==> config.mk <==
export PLATFORM = sky130hd
export DESIGN_NAME = mult_product_accumulator
export DESIGN_NICKNAME = d
export VERILOG_FILES = /design/src/rtl/mult_product_accumulator.sv
export SDC_FILE = /design/constraint.sdc
export NUM_CORES = 1
export LEC_CHECK = 0
export BUFFER_PORTS_ARGS = -buffer_cell sky130_fd_sc_hd__buf_4
export CORE_MARGIN = 2
export CORE_UTILIZATION = 35
export CTS_BUF_LIST = sky130_fd_sc_hd__clkbuf_4
export DETAILED_ROUTE_END_ITERATION = 16
export GPL_TIMING_DRIVEN = 0
export PLACE_DENSITY = 0.54
export SYNTH_ARGS = -nofsm -noshare
export SYNTH_HDL_FRONTEND = slang
export SYNTH_SLANG_ARGS = --single-unit
==> constraint.sdc <==
create_clock -name clk -period 3.4 [get_ports clk]
set_clock_uncertainty 0.05 [all_clocks]
set_input_delay 0.51 -clock clk [delete_from_list [all_inputs] [get_ports clk]]
set_output_delay 0.51 -clock clk [all_outputs]
set_load 0.01 [all_outputs]
==> src/rtl/mult_product_accumulator.sv <==
// mult_product_accumulator: sums blocks of unsigned products into a saturating accumulator with a valid/ready result port
module mult_product_accumulator #(
    parameter int PW = 16,
    parameter int AW = 24,
    parameter int CW = 8
) (
    input  logic          clk,
    input  logic          rst,
    input  logic          in_valid,
    output logic          in_ready,
    input  logic [PW-1:0] in_data,
    input  logic [CW-1:0] len,
    output logic          out_valid,
    input  logic          out_ready,
    output logic [AW-1:0] out_sum,
    output logic          out_ovf,
    output logic          busy
);
    typedef enum logic [1:0] {IDLE, ACCUM, HOLD} state_t;
    state_t        state;
    logic [AW-1:0] acc;
    logic [CW-1:0] cnt;
    logic          ovf;
    logic [AW:0]   sum;
    logic [CW-1:0] eff_len;
    logic          in_fire;
    assign sum       = {1'b0, acc} + (AW+1)'(in_data);
    assign eff_len   = (len == '0) ? CW'(1) : len;
    assign in_fire   = in_valid & in_ready;
    assign in_ready  = state != HOLD;
    assign out_valid = state == HOLD;
    assign busy      = state != IDLE;
    assign out_sum   = acc;
    assign out_ovf   = ovf;
    // block sequencing: load on the first product, saturating add on the rest, hold result until consumed
    always_ff @(posedge clk or negedge rst) begin
        if (!rst) begin
            state <= IDLE;
            acc   <= '0;
            cnt   <= '0;
            ovf   <= 1'b0;
        end else begin
            case (state)
                IDLE: if (in_fire) begin
                    acc   <= AW'(in_data);
                    ovf   <= 1'b0;
                    cnt   <= eff_len - CW'(1);
                    state <= (eff_len == CW'(1)) ? HOLD : ACCUM;
                end
                ACCUM: if (in_fire) begin
                    acc <= sum[AW] ? '1 : sum[AW-1:0];
                    ovf <= ovf | sum[AW];
                    cnt <= cnt - CW'(1);
                    if (cnt == CW'(1)) state <= HOLD;
                end
                HOLD: if (out_ready) begin
                    state <= IDLE;
                    acc   <= '0;
                    ovf   <= 1'b0;
                end
                default: state <= IDLE;
            endcase
        end
    end
endmodule

==> key figures <==
Status
  – Outcome: completed

Place
  – Place WS: 366 ps
  – # port buffers: 55
  – Placed inst area: 3520 um2
  – DP HPWL: about 6100 um
  – Gp weighted congestion: approximately 0.86

Timing
  – RSZ-0062 raised after global routing: false
  – Actual slew at the worst max-slew pin: 671 ps
  – Minimum clock period: 2830 ps
  – Final TNS setup: 0 ps
  – Fmax: around 350 MHz
  – Period utilization: 83.3%
  – Max-slew violations: 0
  – Final count of negative-setup-slack endpoints: 0
  – Max_slew headroom: 55.3%
  – Setup ws final: 568 ps
  – Final hold viol count: 0

Power
  – Overall power: 3.15 mW
  – PwrDens: 876 nW/um2
  – Max IR drop VDD: 0.000347 V
  – LEAKAGE: 1.60 nW

Critical path
  – RR Startpoint: out_sum[0]
  – Largest delay share family, worst path: compound AO/OA/AOI/OAI gates
  – Worst setup SP type: flop
  – WP data required: ~3600 ps
  – Critical path launch point: out_sum[0]
  – Slowest stage cell, crit path: dfrtp_1
  – CP cell instances: ha_1 -> fa_1 -> a21o_1 -> a221oi_2 -> o2bb2ai_2 -> o21ai_4 -> nor2_4 -> buf_6 -> nor3_1 -> o21ai_1
  – CP max stage delay: 420 ps
  – Worst path bufs/invs: 1
  – Crit path kind: flop to flop
  – CP Max Fanout: 10
  – Crit path capture type: flop
  – Critical path arrival: 3010 ps

Synthesis
  – Mapped Area: between 2000 and 3000 um2
  – Sequential area share after synthesis: 29.4%
  – Synth top area share: roughly 29%
  – Yosys cell types: 58
  – Leading area contributor after synthesis: dfrtp_1
  – Area contributors post-synth: dfrtp_1, ha_1, a21oi_1
  – Async set-reset flop share out of synthesis: 100%
  – Commonest register cell after synthesis: dfrtp_1
  – Syn nets: about 420
  – Yosys reg bits: 35
  – Avg Cell Area, Syn: ~8 um2
  – Synth Warn #: 0
  – Mapped Cells: 366
  – EDFF count, synth: 0

Detailed routing
  – Drt via density: 5.42
  – Detail Route Antenna Nets: 0
  – Iteration-0 DRC Markers: 80
  – Final wirelength: between 8000 and 9000 um
  – Drc violations: 0
  – Drt wl/cell: 15.3 um
  – Drt first pass iters: 5
  – Vias: between 2,000 and 3,000

Floorplan
  – Num rows: 33
  – Chip height: around 96 um
  – Initial Util: 36.2%
  – Die W: just under 100 um
  – Die footprint: 9250 um2
  – I/O Pins: 56
  – Core area: 8220 um2

CTS
  – Post-CTS Setup Bufs: 0
  – CTS tree: built
  – # clock sinks: 35
  – Skew-Pair Late Insertion Delay: 370 ps
  – Clk buf depth: 2
  – PostCTS Resize Cnt: 0
  – Num CTS Buffers: 5
  – Clock Pin Slew Worst Setup and Hold Paths: 140 ps
  – CTS Root Cell: clkbuf_4
  – Hold_buf cts: 0
  – H-tree Lvls: 2

GRT
  – Initial antenna violation count: 0
  – Largest net degree at the start of global routing: 36
  – Met1 usage: 23.6%
  – Global Route Usage Sum: 18.2%
  – Vias in the first global route: roughly 2,700
  – Most Crowded Layer GR: met2
  – Remaining global-route overflow: 0
  – First-pass GRT wire length: between 10,000 and 15,000 um
  – M2 GR Usage: about a third
  – Met3 usage: 2.74%

Cells and area
  – Inserted Diodes: 0
  – Layout cell share with drive strength beyond 1: 19.8%
  – Area Overhead vs Synth: 21.0%
  – Fin area: between 3000 and 4000 um2
  – Nets: 481
  – Final Util: a little over two fifths
  – Most common cell after layout, fill and taps aside: buf_4
  – Most frequent cells in the layout: buf_4, a21oi_1, nor2_1, dfrtp_1, o21ai_0

Min path
  – Worst Hold Class: primary input to asynchronous set/reset pin

Flow run
  – Max Cap Viol: 0
## state kept, by name, indices dropped and copies added, names as in the netlist
signal / count
state: 2
out_ovf: 1
cnt: 8
out_sum: 24
## metal layers
layer / vias up / share of wire, %
li1: 1467 / -
met1: 1347 / 46
met2: 72 / 49
met3: 9 / 4.5
met4: 0 / 1.2
met5: - / 0
## cell families after synthesis
group | share of synthesized area (%)
AND/OR/NAND/NOR | 25.3
AO/OA/AOI/OAI | 24.5
flip-flops | 29.4
buffers and inverters | 4.29
adder cells (fa/ha/maj) | 10.8
XOR/XNOR | 4.71
multiplexers | 1.01
## stage by stage
stage          hold WS [ps]  instances
5_1_grt                65.1        534
3_5_place_dp            460        526
4_1_cts                52.6        534
3_3_place_gp            461        526
6_report               36.5        534
2_1_floorplan           164        366
## Yosys cell counts (4+ instances only)
master     n
a21oi_1   44
a21o_1     4
xnor2_1   11
nor3b_1   20
and3_1     6
nor3_1    12
a31oi_1    7
inv_1     13
ha_1      24
o21ai_0   33
xor2_1     5
nor2_1    40
clkbuf_1   8
nand3_1   13
buf_2      5
dfrtp_1   35
nand2_1   24
## path summary, 6_finish.rpt
kind	slack, ps	endpoint	cells after the start
max in group asynchronous	2920	out_sum[8]	1
min reg2reg	480	out_ovf	2
min	40	state[0]	1
min in group clk	390	cnt[5]	3
max reg2reg	570	out_sum[14]	10
max	570	out_sum[14]	10
## report_power, final
group / switching [mW] / internal [mW]
registers: 0.154 / 0.576
clock network: 0.173 / 0.155
logic: 1.26 / 0.840
total: 1.58 / 1.57
## final cells by class
| type | instances | area, um2 |
|---|---|---|
| repair buffers | 55 | 413 |
| plain buffers | 17 | 78.8 |
| inverters | 13 | 48.8 |
| fillers | 856 | 4620 |
| clock inverters | 3 | 43.8 |
| flip-flops and latches | 35 | 876 |
| clock buffers | 5 | 37.5 |
| well taps | 105 | 131 |
| multi-input cells | 301 | 1970 |
Power figures use the tool's default switching activity.
